===== src/rtl/arb_pkg.sv =====
// Shared types and default sizing for the round-robin mux arbiter.
package arb_pkg;

  // Arbiter FSM: either nobody owns the mux, or exactly one requester does.
  typedef enum logic {
    IDLE  = 1'b0,
    GRANT = 1'b1
  } arb_state_t;

  // Default configuration used by the top when not overridden.
  localparam int N_REQ_DEF    = 4;
  localparam int DATA_W_DEF   = 1;
  localparam int MAX_HOLD_DEF = 8;

endpackage


===== src/rtl/rr_pick.sv =====
// Combinational round-robin picker: scans req starting at ptr, wrapping
// modulo N_REQ, skipping any bit set in excl, and reports the first hit.
module rr_pick
  import arb_pkg::*;
#(
  parameter  int N_REQ = N_REQ_DEF,
  localparam int SEL_W = $clog2(N_REQ)
) (
  input  logic [N_REQ-1:0] req,
  input  logic [SEL_W-1:0] ptr,
  input  logic [N_REQ-1:0] excl,
  output logic             found,
  output logic [SEL_W-1:0] winner
);

  logic [N_REQ-1:0] masked;
  logic [SEL_W:0]   sum_w [N_REQ];
  logic [SEL_W-1:0] cand  [N_REQ];

  assign masked = req & ~excl;

  // cand[k] is the requester index examined k-th: (ptr + k) mod N_REQ.
  // One extra bit of headroom keeps the sum exact before wrapping.
  for (genvar gi = 0; gi < N_REQ; gi++) begin : g_cand
    assign sum_w[gi] = {1'b0, ptr} + (SEL_W+1)'(gi);
    assign cand[gi]  = (sum_w[gi] >= (SEL_W+1)'(N_REQ))
                     ? SEL_W'(sum_w[gi] - (SEL_W+1)'(N_REQ))
                     : SEL_W'(sum_w[gi]);
  end

  // Scan from the farthest candidate back to ptr so the nearest hit wins last.
  always_comb begin
    found  = 1'b0;
    winner = '0;
    for (int k = N_REQ - 1; k >= 0; k--) begin
      if (masked[cand[k]]) begin
        found  = 1'b1;
        winner = cand[k];
      end
    end
  end

endmodule


===== src/rtl/rr_mux_arbiter.sv =====
// Round-robin arbiter owning one N_REQ:1 data mux. Grants are registered
// and one-hot; the owner keeps the mux until it drops its request, at which
// point the next requester after it (wrapping) takes over without a bubble.
// Optional build macro ARB_HOLD_LIMIT_EN caps each tenure at MAX_HOLD cycles.
module rr_mux_arbiter
  import arb_pkg::*;
#(
  parameter  int N_REQ    = N_REQ_DEF,
  parameter  int DATA_W   = DATA_W_DEF,
  parameter  int MAX_HOLD = MAX_HOLD_DEF,
  localparam int SEL_W    = $clog2(N_REQ)
) (
  input  logic                    clk,
  input  logic                    reset_n,
  input  logic [N_REQ-1:0]        req,
  input  logic [N_REQ*DATA_W-1:0] data_in,
  output logic [N_REQ-1:0]        grant,
  output logic [SEL_W-1:0]        sel,
  output logic                    grant_valid,
  output logic [DATA_W-1:0]       data_out
);

  arb_state_t       state_reg;
  logic [N_REQ-1:0] grant_reg;
  logic [SEL_W-1:0] sel_reg;
  logic             grant_valid_reg;
  logic [SEL_W-1:0] ptr_reg;

  logic             owner_req;
  logic             hold_hit;
  logic             release_now;
  logic             regrant;
  logic [SEL_W-1:0] ptr_inc;
  logic [SEL_W-1:0] search_ptr;
  logic [N_REQ-1:0] owner_mask;
  logic [N_REQ-1:0] excl_mask;
  logic             pick_found;
  logic [SEL_W-1:0] pick_idx;
  logic [N_REQ-1:0] pick_onehot;

  assign owner_req  = req[sel_reg];
  assign owner_mask = {{(N_REQ-1){1'b0}}, 1'b1} << sel_reg;
  assign ptr_inc    = (sel_reg == SEL_W'(N_REQ - 1)) ? '0 : sel_reg + 1'b1;

`ifdef ARB_HOLD_LIMIT_EN
  localparam int HOLD_W = $clog2(MAX_HOLD + 1);
  logic [HOLD_W-1:0] hold_reg;
  assign hold_hit = (hold_reg == HOLD_W'(MAX_HOLD));
`else
  assign hold_hit = 1'b0;
`endif

  // The owner gives up the mux when it stops requesting or hits its cap.
  assign release_now = (state_reg == GRANT) && (!owner_req || hold_hit);

  // On release the search restarts just past the owner and ignores it, so
  // the owner can only win again if nobody else is asking.
  assign search_ptr = release_now ? ptr_inc : ptr_reg;
  assign excl_mask  = (state_reg == GRANT) ? owner_mask : '0;

  rr_pick #(
    .N_REQ (N_REQ)
  ) u_pick (
    .req    (req),
    .ptr    (search_ptr),
    .excl   (excl_mask),
    .found  (pick_found),
    .winner (pick_idx)
  );

  assign pick_onehot = {{(N_REQ-1){1'b0}}, 1'b1} << pick_idx;

  // Capped owner with no competition keeps the mux and starts a new tenure.
  assign regrant = release_now && !pick_found && hold_hit && owner_req;

  // Arbiter FSM with registered grant, select, valid and priority pointer.
  always_ff @(posedge clk or negedge reset_n) begin
    if (!reset_n) begin
      state_reg       <= IDLE;
      grant_reg       <= '0;
      sel_reg         <= '0;
      grant_valid_reg <= 1'b0;
      ptr_reg         <= '0;
    end else begin
      case (state_reg)
        IDLE: begin
          if (pick_found) begin
            state_reg       <= GRANT;
            grant_reg       <= pick_onehot;
            sel_reg         <= pick_idx;
            grant_valid_reg <= 1'b1;
          end
        end
        GRANT: begin
          if (release_now) begin
            ptr_reg <= ptr_inc;
            if (pick_found) begin
              grant_reg <= pick_onehot;
              sel_reg   <= pick_idx;
            end else if (!regrant) begin
              // sel keeps the last owner so the mux input stays stable.
              state_reg       <= IDLE;
              grant_reg       <= '0;
              grant_valid_reg <= 1'b0;
            end
          end
        end
        default: begin
          state_reg       <= IDLE;
          grant_reg       <= '0;
          grant_valid_reg <= 1'b0;
        end
      endcase
    end
  end

`ifdef ARB_HOLD_LIMIT_EN
  // Tenure counter: 1 on the cycle a grant first appears, +1 per held cycle.
  always_ff @(posedge clk or negedge reset_n) begin
    if (!reset_n) begin
      hold_reg <= '0;
    end else if (state_reg == IDLE) begin
      hold_reg <= pick_found ? HOLD_W'(1) : '0;
    end else if (release_now) begin
      hold_reg <= (pick_found || regrant) ? HOLD_W'(1) : '0;
    end else begin
      hold_reg <= hold_reg + 1'b1;
    end
  end
`endif

  // Split the packed data bus into per-requester words for the output mux.
  logic [DATA_W-1:0] data_slice [N_REQ];
  for (genvar gi = 0; gi < N_REQ; gi++) begin : g_slice
    assign data_slice[gi] = data_in[gi*DATA_W +: DATA_W];
  end

  assign data_out    = grant_valid_reg ? data_slice[sel_reg] : '0;
  assign grant       = grant_reg;
  assign sel         = sel_reg;
  assign grant_valid = grant_valid_reg;

endmodule


===== config.mk =====
export PLATFORM = sky130hd
export DESIGN_NAME = rr_mux_arbiter
export DESIGN_NICKNAME = d
export VERILOG_FILES = /design/src/rtl/arb_pkg.sv /design/src/rtl/rr_pick.sv /design/src/rtl/rr_mux_arbiter.sv
export SDC_FILE = /design/constraint.sdc
export NUM_CORES = 1
export LEC_CHECK = 0
export ABC_AREA = 1
export CAP_MARGIN = 15
export CORE_MARGIN = 4
export CORE_UTILIZATION = 45
export CTS_BUF_LIST = sky130_fd_sc_hd__clkbuf_4
export DETAILED_ROUTE_END_ITERATION = 16
export PLACE_DENSITY = 0.81
export SYNTH_ARGS = -nofsm -noshare
export SYNTH_HDL_FRONTEND = slang
export SYNTH_SLANG_ARGS = --single-unit

===== constraint.sdc =====
create_clock -name clk -period 3.33 [get_ports clk]
set_clock_uncertainty 0.05 [all_clocks]
set_input_delay 0.333 -clock clk [delete_from_list [all_inputs] [get_ports clk]]
set_output_delay 0.333 -clock clk [all_outputs]
set_load 0.02 [all_outputs]

After elaboration in Yosys (flattened, before gate mapping)
Index checks and enable logic that the tools add are counted.
Widths: inputs -> output; s select.

cells by class
  $add $sub $neg = 8
  bitwise gates (word level) = 4
  reduce and logical (&&, ||, !) cells = 4
  shift operators = 2
  equality and inequality tests = 4
  muxes and demuxes = 43
  magnitude comparators = 10

operators by type and width
  kind                 count
  $mux 2               12
  $mux 1               17
  $mux 4               4
  $lt 2x3->1 const B   5
  $bmux 1 s2           6
  $ge 3x3->1 const B   4
  $pmux 4 s2           1
  $shl 1x2->4 const A  2
  $sub 2x1->2 const B  4
  $add 2x2->3 const B  2
  $and 4x4->4          1
  $ne 2x2->1 const B   2
  $not 4->4            1
  $pmux 1 s2           2
  $pmux 2 s2           1
  $add 2x1->3 const B  1
  $ge 2x3->1 const B   1
  $not 2->3            1
  $reduce_and 3->1     1
  $add 2x1->2 const B  1
  $eq 2x2->1 const B   1
  $ne 2x1->1 const B   1
  $reduce_and 2->1     1
  $logic_and 1x1->1    1
  other kinds (2)      2

storage, ports and cells
  bits in registers = 10
  word-level logic and storage cells = 80
  output and inout bits = 8
  bits of input ports = 10

Depth between registers and ports, before layout
Gate-level depths: netlist (run 1).

  word-level depth = 18
  gate-level depth with buffers = 17

Cells and area by module
A second synthesis (run 1) with hierarchy kept.

unflattened totals
  cell total of the unflattened synthesis = 135
  area total of the unflattened synthesis = 888.4 um2

by module, submodules not included
  module          cells an instance  instances  sequential area each (um2)  area an instance (um2)
  rr_mux_arbiter  88                 1          250.2                       665.6
  rr_pick         47                 1          0.0                         222.7

Least setup slack after synthesis (run 1)
Ideal clock, no wire load.

  kind = register to register
  start point = reg sel_reg[0] (netlist: sel[0])
  end point = reg sel_reg[0] (netlist: sel[0])
  stages on the path, launching flop included = 14
  slack = 1321 ps
  period minus slack after synthesis = 2009 ps
  buffers on the path = 0
  required time = 3153 ps
  data arrival time = 1832 ps
  cell sequence = dfrtp_1 > inv_2 > ha_1 > nand3b_1 > nand2_1 > nand2_1 > nand2_1 > nand2_2 > nand3_1 > nand2_1 > nand2_1 > nand2_1 > nand2_1 > o21ai_0

between the ends
  cells in the longest elaborated chain, start to end = 17
  elaborated cells between the ends (all ways) = 47

ends and longest elaborated chain
  element                                                RTL line                                    text
  from (decl)                                            rr_mux_arbiter.sv:25                        logic [SEL_W-1:0] sel_reg;
  from (signal assigned)                                 rr_mux_arbiter.sv:90                        sel_reg <= pick_idx;
  from (signal assigned)                                 rr_mux_arbiter.sv:99                        sel_reg <= pick_idx;
  $bmux 1 s2                                             rr_mux_arbiter.sv:41                        assign owner_req = req[sel_reg];
  $mux 1 (not written as such)                           rr_mux_arbiter.sv:41
  $logic_not 1->1                                        rr_mux_arbiter.sv:54                        assign release_now = (state_reg == GRANT) && (!owner_req || hold_hit);
  $logic_and 1x1->1                                      rr_mux_arbiter.sv:54
  $mux 2                                                 n/a
  $add 2x2->3                                            rr_pick.sv:25                               assign sum_w[gi] = {1'b0, ptr} + (SEL_W+1)'(gi);
  $ge 3x3->1 / $sub 2x1->2 (equally long branches)       rr_pick.sv:26, rr_pick.sv:27
  $mux 2                                                 rr_pick.sv:27                               ? SEL_W'(sum_w[gi] - (SEL_W+1)'(N_REQ))
  $bmux 1 s2                                             rr_pick.sv:36                               if (masked[cand[k]]) begin
  $mux 1 (not written as such)                           rr_pick.sv:36
  $mux 2 / $mux 1 (equally long branches) (4 in series)  rr_pick.sv:36
  $mux 2                                                 rr_mux_arbiter.sv:87, rr_mux_arbiter.sv:97
  $mux 2                                                 rr_mux_arbiter.sv:95                        if (release_now) begin
  $pmux 2 s2                                             rr_mux_arbiter.sv:85                        case (state_reg)

Several ways; a longest one is shown, not always the timed one. The select of a mux whose other input is x is not followed.
A chain may end at the register's enable or synchronous reset.

Final worst setup path (run 1)
  start point = reg sel_reg[1] (netlist: sel[1])
  end point = out data_out

between the ends
  cells in the longest elaborated chain, start to end = 5

ends and longest elaborated chain
  element                                     RTL line               text
  $not 2->3 (not written as such)             rr_mux_arbiter.sv:138  assign data_out = grant_valid_reg ? data_slice[sel_reg] : '0;
  $bmux 1 s2                                  rr_mux_arbiter.sv:138
  $mux 1 (not written as such) (2 in series)  rr_mux_arbiter.sv:138
  $mux 1                                      rr_mux_arbiter.sv:138
  to (decl)                                   rr_mux_arbiter.sv:20   output logic [DATA_W-1:0] data_out

No other way between the ends. The select of a mux whose other input is x is not followed.

==> out/results.tsv, run 1 <==
metric	value	unit
count of hold-fix buffers inserted at cts	0	
portion of the post-synthesis area used by sequential elements	27.7	%
sum of negative setup slack	0	ps
type of element capturing the critical path	output pin	
commonest non-fill, non-tap cells in the layout	46 x nand2_1, 17 x clkdlybuf4s50_1, 11 x inv_1	
filler cell count	159	
Clock Latency Late Sink	270	ps
DRC violations left	0	
arrival time reported for the critical path endpoint	1840	ps
clock tree from TritonCTS	yes	
H-tree lvl count	1	
total clock buffers created by CTS	3	
setup repair after global routing missed its margin	false	
CP required	2950	ps
Hold Crit Class	input port to async pin	
synthesized area	903	µm²
number of post-CTS setup repair buffers	0	
number of enable-type register cells in the synthesized netlist	0	
slew at the pin closest to its max-slew limit	421	ps
number of distinct library cell variants in the gate-level netlist after synthesis	21	
signed area change from the synthesized netlist to the final layout	24.4	%
Resize count post-CTS	0	
Die X	52.8	µm
area occupied by multi-input gates	586	µm²
via count of the first global-routing pass	738	
global-route wire length before repair	3180	µm
Fin. Hold Viols	0	
worst hold slack	316	ps
maximum number of pins on one net before global-route repair	11	
final max-slew violation count	0	
diodes inserted	0	
estimated wirelength of the detail-placed design	1530	µm
most frequent standard cell in the layout excluding fill and tap cells	nand2_1	
Rel. slew slack	71.9	%
final critical-path share of the clock period	66.7	%
I/O pin count	18	
type of the worst setup path	flip-flop to output pin	
initial core utilization	49.6	%
die outline area	2790	µm²
placer congestion estimate	0.827	
total via count in the routed design	848	
number of setup violations in the final report	0	
Main synth FF type	dfrtp_1	
number of flip-flops under the largest register name	4	
#FFs+latches synth	10	
number of warnings issued by yosys	0	
largest buffer count on any clock path	2	
via count normalized by instance count	4.85	
result of the run	complete, no violations	
number of maximum-capacitance violations	0	
aggregate routed wire length	1880	µm
Floorplan Core Area	1820	µm²
share of flip-flops with an asynchronous set or reset after synthesis	100	%
synthesized net count	144	
grt ovf	0	
per-cell routed wire length	10.8	µm
overall fraction of global-route tracks in use	15.4	%
storage element area	250	µm²
fraction of layout instances using a drive strength above 1	22.7	%
peak clock frequency supported by timing	450	MHz
fin crit period	2220	ps
IO Port Bufs	17	
mean instance size in the synthesized netlist	6.95	µm²
Mapped Cells	130	
crit-path max FO	6	
Initial DRT Pass Iterations	4	
number of nets with antenna violations after routing	0	
NumNets Final	165	
height of the die	52.8	µm
Sinks on Clock Net	10	
DRT iter0 DRCs	17	
clock tree root driver cell	clkbuf_4	
standard-cell rows	15	
element type at the critical path start	flip-flop	
number of antenna violations at the first check in global routing	0	
clock-pin slew of the registers on the worst-case setup and hold paths	60	ps
## final cells by class
type	count	share of cell area, %
clock buffer	3	2.00
clock inverter	1	0.334
inverter	16	5.35
multi-input combinational	103	52.1
sequential	10	22.3
tap	25	2.78
timing repair buffer	17	15.1
## cell families (layout without fill, tap and decap cells)
| kind of cell | Yosys count | after routing | share of synthesized area, % |
|---|---|---|---|
| simple gates | 91 | 91 | 53.5 |
| compound gates | 8 | 8 | 5.82 |
| flops | 10 | 10 | 27.7 |
| buf+inv | 17 | 37 | 7.48 |
| fa+ha+maj | 4 | 4 | 5.54 |
## final timing paths
kind / cells past startpoint / end / slack (ps) / start
setup / recovery: 5 / data_out / 1110 / sel[1]
hold / removal: 1 / sel[1] / 320 / reset_n
setup reg to reg: 13 / sel[0] / 1160 / sel[0]
hold reg to reg: 2 / grant[0] / 440 / grant[0]
max in group asynchronous: 1 / grant[2] / 2620 / reset_n
min in group clk: 2 / grant[0] / 440 / grant[0]
## per-layer routing
layer / vias to the layer above / track usage (%) / share of wire (%)
met1: 383 / 18.3 / 44
li1: 442 / - / -
met2: 20 / 26.0 / 49
met4: 0 / 7.23 / 0.90
met5: - / 0 / 0
met3: 3 / 3.42 / 5.6
## critical path: stages (launching register included)
cell and delay (ps):
dfrtp_1 450, inv_1 150, nor2_1 120, o21ai_0 80, a21boi_0 150, clkdlybuf4s50_1 620
## cell usage after synthesis (2+ instances only)
| cell type | n | area share [%] |
|---|---|---|
| nand2_2 | 10 | 6.9 |
| nand2_1 | 46 | 19 |
| nand3_1 | 9 | 5.0 |
| nor2_2 | 2 | 1.4 |
| inv_2 | 3 | 1.2 |
| nand3_2 | 7 | 7.8 |
| inv_1 | 11 | 4.6 |
| nand2_4 | 5 | 6.2 |
| dfrtp_1 | 10 | 28 |
| o21ai_0 | 5 | 2.8 |
| clkinv_1 | 2 | 0.83 |
| nor2_1 | 8 | 3.3 |
| ha_1 | 4 | 5.5 |
## metrics by stage
step	worst slack (ps)	instances	utilization [%]	cell area, µm²
floorplan	1320	130	-	903
global placement	1070	171	60.3	1100
detailed placement	1000	171	60.3	1100
CTS	1090	175	61.7	1120
global route	886	175	61.7	1120
finish	1110	175	61.7	1120
Power of run 1 is not shown: default switching activity piles up to over one toggle a cycle in this logic, so the estimate is an artifact.
==> run 2: changes to the inputs <==
--- a/config.mk
+++ b/config.mk
@@ -11,7 +11,7 @@
 export CORE_UTILIZATION = 45
 export CTS_BUF_LIST = sky130_fd_sc_hd__clkbuf_4
 export DETAILED_ROUTE_END_ITERATION = 16
-export PLACE_DENSITY = 0.81
+export PLACE_DENSITY = 0.84
 export SYNTH_ARGS = -nofsm -noshare
 export SYNTH_HDL_FRONTEND = slang
 export SYNTH_SLANG_ARGS = --single-unit
==> constraint.sdc (replaced) <==
create_clock -name clk -period 1.9 [get_ports clk]
set_clock_uncertainty 0.05 [all_clocks]
set_input_delay 0.19 -clock clk [delete_from_list [all_inputs] [get_ports clk]]
set_output_delay 0.19 -clock clk [all_outputs]
set_load 0.02 [all_outputs]
==> out/results.tsv, run 2 (synthesis gave the netlist of run 1 again) <==
metric	value	unit	change
Die X	52.8	µm	unchanged
DRT iter0 DRCs	11		-6
number of maximum-capacitance violations	0		unchanged
sum of buffers and inverters on the critical path	2		unchanged
type of the worst setup path	flip-flop to flip-flop		
IO Port Bufs	17		unchanged
peak clock frequency supported by timing	495	MHz	
Sinks on Clock Net	10		unchanged
commonest non-fill, non-tap cells in the layout	35 x nand2_1, 17 x nand2_2, 16 x clkdlybuf4s50_1		
standard-cell rows	15		unchanged
via count of the first global-routing pass	974		+32%
filler cell count	111		-30%
per-cell routed wire length	13.5	µm	+25%
worst-case setup margin in the final layout	-120	ps	-1230 ps
DRC violations left	0		unchanged
Hold Crit Class	input port to async pin		
storage element area	253	µm²	+1.0%
Initial DRT Pass Iterations	4		unchanged
signed area change from the synthesized netlist to the final layout	52.4	%	
number of flip-flops under the largest register name	4		unchanged
CP required	1990	ps	-960 ps
cell with the biggest individual delay on the critical path	dfrtp_2		
number of nets with antenna violations after routing	0		unchanged
CP max stage delay	460	ps	-160 ps
initial core utilization	49.6	%	unchanged
reg-to-reg critical path endpoint	sel[0]		
number of setup violations in the final report	7		+7
result of the run	complete, but fails checks		
via count normalized by instance count	5.22		+7.7%
setup repair after global routing missed its margin	true		
flop2flop setup slack	-120	ps	-1280 ps
most frequent standard cell in the layout excluding fill and tap cells	nand2_1		
number of antenna violations at the first check in global routing	0		unchanged
Placed Instances	185		+8.2%
fin crit period	2020	ps	
slew at the pin closest to its max-slew limit	467	ps	+46.4 ps
H-tree lvl count	1		unchanged
element type at the critical path start	flip-flop		
list of cells traversed by the critical path	ha_2 > nor2_4 > inv_1 > nand3_4 > nand3_2 > and2_4 > nand2_2 > nand2_1 > inv_2 > nand2_1 > nand2_2 > nand2_2 > nand2_2 > o21ai_0		
area occupied by multi-input gates	704	µm²	+20%
Floorplan Core Area	1820	µm²	unchanged
arrival time reported for the critical path endpoint	2110	ps	+270 ps
clock-pin slew of the registers on the worst-case setup and hold paths	70	ps	about the same
total clock buffers created by CTS	3		unchanged
Fin. Hold Viols	0		unchanged
I/O pin count	18		unchanged
Clock Latency Late Sink	270	ps	about the same
global-route wire length before repair	3820	µm	+20%
type of element capturing the critical path	flip-flop		
overall fraction of global-route tracks in use	18.9	%	+3.5 points
dominant delay contributor by cell family on the critical path	simple AND/OR/NAND/NOR gates		
clock tree root driver cell	clkbuf_4		
final instance count without filler cells	191		+9.1%
clock tree from TritonCTS	yes		
final critical-path share of the clock period	106	%	
violations in the final reports	negative setup slack		
placer congestion estimate	0.811		-1.8%
total via count in the routed design	997		+18%
grt ovf	0		unchanged
diodes inserted	0		unchanged
height of the die	52.8	µm	unchanged
largest buffer count on any clock path	2		unchanged
Reg2Reg Depth	14		+1
die outline area	2790	µm²	unchanged
fraction of layout instances using a drive strength above 1	45.8	%	+23 points
NumNets Final	181		+9.7%
estimated wirelength of the detail-placed design	1860	µm	+22%
final max-slew violation count	0		unchanged
maximum number of pins on one net before global-route repair	11		unchanged
Rel. slew slack	68.7	%	-3.1 points
source of the worst register-to-register timing path	sel[0]		
most frequent CP cell	nand2_2		
crit-path max FO	6		unchanged
aggregate routed wire length	2570	µm	+37%
==> run 2: cell types whose count changed in the layout (fill, tap and decap cells not counted), sizes merged <==
cell / before / now
buf: 0 / 16
inv: 14 / 15
clkinv: 3 / 2
clkbuf: 3 / 4
clkdlybuf4s50: 17 / 16
==> run 2: metrics by stage <==
stage	worst slack [ps]	setup TNS (ps)	instance area (µm²)	utilization [%]	hold slack [ps]
6_report	-120	-503	1380	75.6	191
4_1_cts	-61.7	-183	1290	70.8	197
2_1_floorplan	1.35	0	913	-	-156
5_1_grt	-269	-1480	1380	75.6	222
3_3_place_gp	-132	-698	1220	67.3	414
3_5_place_dp	-202	-1160	1220	67.3	420
==> run 2: cell type report <==
class / instances / area share, %
Clock buffer: 3 / 1.64
Clock inverter: 1 / 0.273
Inverter: 16 / 4.64
Multi-Input combinational cell: 103 / 51.2
Sequential cell: 10 / 18.4
Tap cell: 25 / 2.27
Timing Repair Buffer: 33 / 21.6
==> run 2: worst register-to-register path, delay by kind of cell (launching register included) <==
| family | cells | cell delay (ps) |
|---|---|---|
| buffers and inverters | 2 | 140 |
| and+or+nand+nor | 10 | 930 |
| DFF | 1 | 460 |
| AOI/OAI and AO/OA | 1 | 90 |
| adders and majority gates | 1 | 230 |
==> run 2: worst max path at each step <==
stage	start	end	cells past startpoint
3_5_place_dp	req[1]	grant[0]	16
6_report	sel[0]	sel[0]	14
5_1_grt	sel[0]	sel[0]	14
2_1_floorplan	sel[0]	sel[0]	13
4_1_cts	sel[0]	grant[2]	14
3_3_place_gp	req[1]	grant[0]	14
==> run 2: routing by layer <==
metal	routed length (µm)	vias up	track usage (%)
li1	-	477	-
met1	1010	466	17.5
met2	1270	36	38.6
met3	123	18	4.56
met4	163	0	6.81
met5	0	-	0
==> run 2: timing repair <==
action	in CTS	in global routing
pin swaps	7	5
resized for setup	12	23
buffers inserted	0	2
setup endpoints to repair	7	8
hold buffers	0	0
cloned	0	0
Power of run 2 is left out for the same reason.
==> run 3: changes to the inputs <==
--- a/config.mk
+++ b/config.mk
@@ -7,7 +7,7 @@
 export LEC_CHECK = 0
 export ABC_AREA = 1
 export CAP_MARGIN = 15
-export CORE_MARGIN = 4
+export CORE_MARGIN = 2
 export CORE_UTILIZATION = 45
 export CTS_BUF_LIST = sky130_fd_sc_hd__clkbuf_4
 export DETAILED_ROUTE_END_ITERATION = 16
==> out/results.tsv, run 3 (synthesis gave the netlist of run 1 again) <==
metric	value	unit	change
global-route wire length before repair	4080	µm	+6.9%
Placed Instances	189		+2.2%
die outline area	2380	µm²	-15%
final max-slew violation count	0		unchanged
clock tree from TritonCTS	yes		
final instance count without filler cells	199		+4.2%
via count of the first global-routing pass	981		+0.72%
Reg2Reg Depth	16		+2
NumNets Final	187		+3.3%
diodes inserted	0		unchanged
Sinks on Clock Net	10		unchanged
Floorplan Core Area	1920	µm²	+5.6%
type of element capturing the critical path	flip-flop		
overall fraction of global-route tracks in use	21.6	%	+2.7 points
number of antenna violations at the first check in global routing	0		unchanged
largest buffer count on any clock path	2		unchanged
placer congestion estimate	0.925		+14%
most frequent standard cell in the layout excluding fill and tap cells	nand2_1		
number of flip-flops under the largest register name	4		unchanged
DRT iter0 DRCs	18		+7
DRC violations left	0		unchanged
CP required	2060	ps	+70 ps
fin crit period	2070	ps	+48.2 ps
source of the worst register-to-register timing path	sel[0]		
maximum number of pins on one net before global-route repair	11		unchanged
termination of the worst setup path	grant[2]		
crit-path max FO	6		unchanged
H-tree lvl count	1		unchanged
signed area change from the synthesized netlist to the final layout	56.9	%	
standard-cell rows	16		+1
flop2flop setup slack	-170	ps	-50 ps
filler cell count	143		+29%
count of hold-fix buffers inserted at cts	0		unchanged
Critical path origin	sel[0]		
number of nets with antenna violations after routing	0		unchanged
clock-pin slew of the registers on the worst-case setup and hold paths	70	ps	about the same
total via count in the routed design	994		-0.30%
setup repair after global routing missed its margin	true		
result of the run	complete, but fails checks		
number of setup violations in the final report	7		unchanged
Fin. Hold Viols	0		unchanged
per-cell routed wire length	13.5	µm	+0.24%
initial core utilization	47.0	%	-2.6 points
total clock buffers created by CTS	3		unchanged
grt ovf	0		unchanged
Clock Latency Late Sink	270	ps	about the same
Hold Crit Class	input port to async pin		
IO Port Bufs	17		unchanged
Post-Place Worst Slack	-230	ps	-27.3 ps
number of maximum-capacitance violations	0		unchanged
aggregate routed wire length	2680	µm	+4.4%
worst-case setup margin in the final layout	-168	ps	-48.2 ps
element type at the critical path start	flip-flop		
Initial DRT Pass Iterations	6		+2
Rel. slew slack	69.4	%	+0.61 points
estimated wirelength of the detail-placed design	1770	µm	-4.6%
clock tree root driver cell	clkbuf_4		
via count normalized by instance count	4.99		-4.3%
height of the die	48.8	µm	-7.6%
final critical-path share of the clock period	109	%	+2.5 points
arrival time reported for the critical path endpoint	2230	ps	+120 ps
peak clock frequency supported by timing	483	MHz	-2.3%
slew at the pin closest to its max-slew limit	458	ps	-9.15 ps
violations in the final reports	negative setup slack		
commonest non-fill, non-tap cells in the layout	35 x nand2_1, 21 x buf_4, 17 x nand2_2		
fraction of layout instances using a drive strength above 1	47.7	%	+1.9 points
type of the worst setup path	flip-flop to flip-flop		
I/O pin count	18		unchanged
Die X	48.8	µm	-7.6%
reg-to-reg critical path endpoint	grant[2]		
## run 3: critical path, cell delays in order, from the launching register on
cell and delay [ps]:
dfrtp_2 480, nand2_1 110, nand3_2 100, nand2_4 140, nand2_4 100, nand2_4 110
nand2_4 90, nand2_4 80, and2_4 140, nor2_2 30, nand2_2 80, inv_2 50
nor2_4 170, nand3_2 110, inv_2 60, nand2_1 40, nand2_1 60
## run 3: what timing repair did
item,CTS,global route
pin swaps,2,11
gates resized for setup,15,23
buffers inserted,2,4
setup endpoints to repair,8,9
cloned,0,0
## run 3: per-stage QoR
step                      hold slack (ps)  utilization [%]  setup TNS, ps  instance area, µm²
final                                 185             73.8           -910                1420
after global routing                  240             73.8          -1730                1420
after CTS                             187             69.6           -164                1340
after detailed placement              422             64.6          -1260                1240
after global placement                419             64.6           -779                1240
after floorplan                      -156                -              0                 913
## run 3: cell type report
class	instances	area, µm²	share of cell area, %
Sequential cell	10	253	17.8
Timing Repair Buffer	39	343	24.2
Clock inverter	1	3.75	0.265
Clock buffer	3	22.5	1.59
Tap cell	27	33.8	2.38
Multi-Input combinational cell	103	699	49.3
Inverter	16	62.6	4.41
## run 3: worst min path at each step
| stage | end | slack [ps] | from |
|---|---|---|---|
| after floorplan | grant[0] | -160 | reset_n |
| after global placement | grant[3] | 420 | grant[3] |
| after detailed placement | grant[3] | 420 | grant[3] |
| after CTS | grant[3] | 190 | reset_n |
| after global routing | ptr_reg[0] | 240 | reset_n |
| final | ptr_reg[0] | 190 | reset_n |
## run 3: layer usage
layer  global-route usage (%)  vias up  routed length (µm)
met5                        0        -                   0
met4                     9.52        0                  53
met3                     2.45        7                  76
met2                     38.6       19                1440
met1                     26.1      479                1110
li1                         -      489                   -
Power of run 3 is left out for the same reason.
==> variant (config.mk and constraints of run 2) <==
Build with the macro `ARB_HOLD_LIMIT_EN` defined.
--- a/src/rtl/rr_mux_arbiter.sv
+++ b/src/rtl/rr_mux_arbiter.sv
@@ -3,4 +3,6 @@
 // point the next requester after it (wrapping) takes over without a bubble.
 // Optional build macro ARB_HOLD_LIMIT_EN caps each tenure at MAX_HOLD cycles.
+`define ARB_HOLD_LIMIT_EN
+
 module rr_mux_arbiter
   import arb_pkg::*;
Formal check against the unedited RTL: not equivalent (Yosys sat finds a counterexample within 10 cycles, from zero or initial values and one cycle with reset_n low).
==> variant against run 2 <==
The flow still finishes with violations (negative setup slack). Synthesized area up 27%. Cell count up 37%. Core utilization up 1.7 points. Die area up 22%. Sequential cell count up 4. Design area up 38%. Routed wire length up 40%. Worst setup slack worse by 250 ps. Highest routed layer unchanged.
Power is not shown: default switching activity piles up to over one toggle a cycle in this logic, so the estimate is an artifact.
==> variant: results (changes against run 2) <==
worst-margin pin slew 621.8 ps (+154.4 ps); DR WL/cell 13.77 microns (+2.3%); Cell variety after synth 22 (+4.8%); largest net degree at the start of global routing 15 (+4); slowest CP cell dfrtp_1; failing checks negative setup slack; Fin Setup TNS -2576 ps (-2073 ps); final setup vio count 9 (+2); status finished with violations; crit-path max FO 2 (-4); Placer Congestion 0.8438 (+4.0%); Tot GR Track Use 21.68% (+2.7 points); # nets final 249 (+38%); Final WS setup -370.0 ps (-249.7 ps); top cells by area, synth dfrtp_1 (31%), nand2_1 (21%), nand3_1 (7.0%); vias in the first global route 1330 (+37%); Critical Path Max Stage Delay 390 ps (-70 ps); FILL cells 158 (+42%); Post-DP HPWL 2.024 mm (+8.9%); Clk pin slew, worst setup/hold paths 90 ps (+20 ps); XOR/XNOR Fraction of Synth Area 1.532% (+1.5 points); Post-synth top cells nand2_1 (65), inv_1 (16), nand3_1 (16), nor2_1 (15), dfrtp_1 (14); global-route wire length before repair 5.858 mm (+53%); crit-path leading delay family buffers and inverters; Seq/Total Area, Yosys 30.63% (+2.9 points); number of vias per cell 5.057 (-3.1%)
variant: worst register-to-register path: stages (launching register included):
cell and delay, ps:
dfrtp_1 390, inv_2 60, buf_4 130, buf_4 120, buf_4 120, buf_4 120
buf_4 120, buf_4 120, buf_4 120, buf_4 120, buf_4 120, buf_4 120
buf_4 120, buf_4 120, nor2_1 140, a21oi_2 80
variant: cell families after synthesis:
family	Yosys count
compound gates	10
xor+xnor	2
fa+ha+maj	6
buf+inv	21
flops	14
simple gates	115
variant: cell type report:
type / instances / share of cell area, %
well taps: 30 / 1.979
clock buffers: 4 / 1.583
multi-input cells: 133 / 46.97
flip-flops and latches: 14 / 18.60
repair buffers: 61 / 26.78
inverters: 20 / 4.090
variant: metal layers:
metal	vias up	global-route usage (%)	wire, microns
li1	651	-	-
met1	636	27.16	1535
met2	30	39.71	1922
met3	8	1.974	102
met4	0	5.298	47
met5	-	0	0
variant: worst paths after layout:
kind / to / cells after the start / slack, ps / startpoint
setup / recovery: hold_reg[0]$_DFF_PN0_ / 15 / -370 / hold_reg[0]$_DFF_PN0_
hold / removal: grant[0]$_DFFE_PN0P_ / 1 / 240 / reset_n
setup reg to reg: hold_reg[0]$_DFF_PN0_ / 15 / -370 / hold_reg[0]$_DFF_PN0_
hold reg to reg: grant[3]$_DFFE_PN0P_ / 2 / 450 / grant[3]$_DFFE_PN0P_
max in group asynchronous: sel[0]$_DFFE_PN0P_ / 1 / 1130 / reset_n
min in group clk: grant[3]$_DFFE_PN0P_ / 2 / 450 / grant[3]$_DFFE_PN0P_
variant: metrics by stage:
| step | cells | cell area [sq um] |
|---|---|---|
| floorplan | 168 | 1149 |
| global placement | 235 | 1521 |
| detailed placement | 235 | 1521 |
| CTS | 259 | 1807 |
| global route | 262 | 1897 |
| finish | 262 | 1897 |
variant: repair_timing:
action | 4_1_cts | 5_1_grt
setup buffers | 20 | 3
resized for setup | 37 | 21
setup endpoints to repair | 10 | 13
hold buffers | 0 | 0
pin swaps | 18 | 18
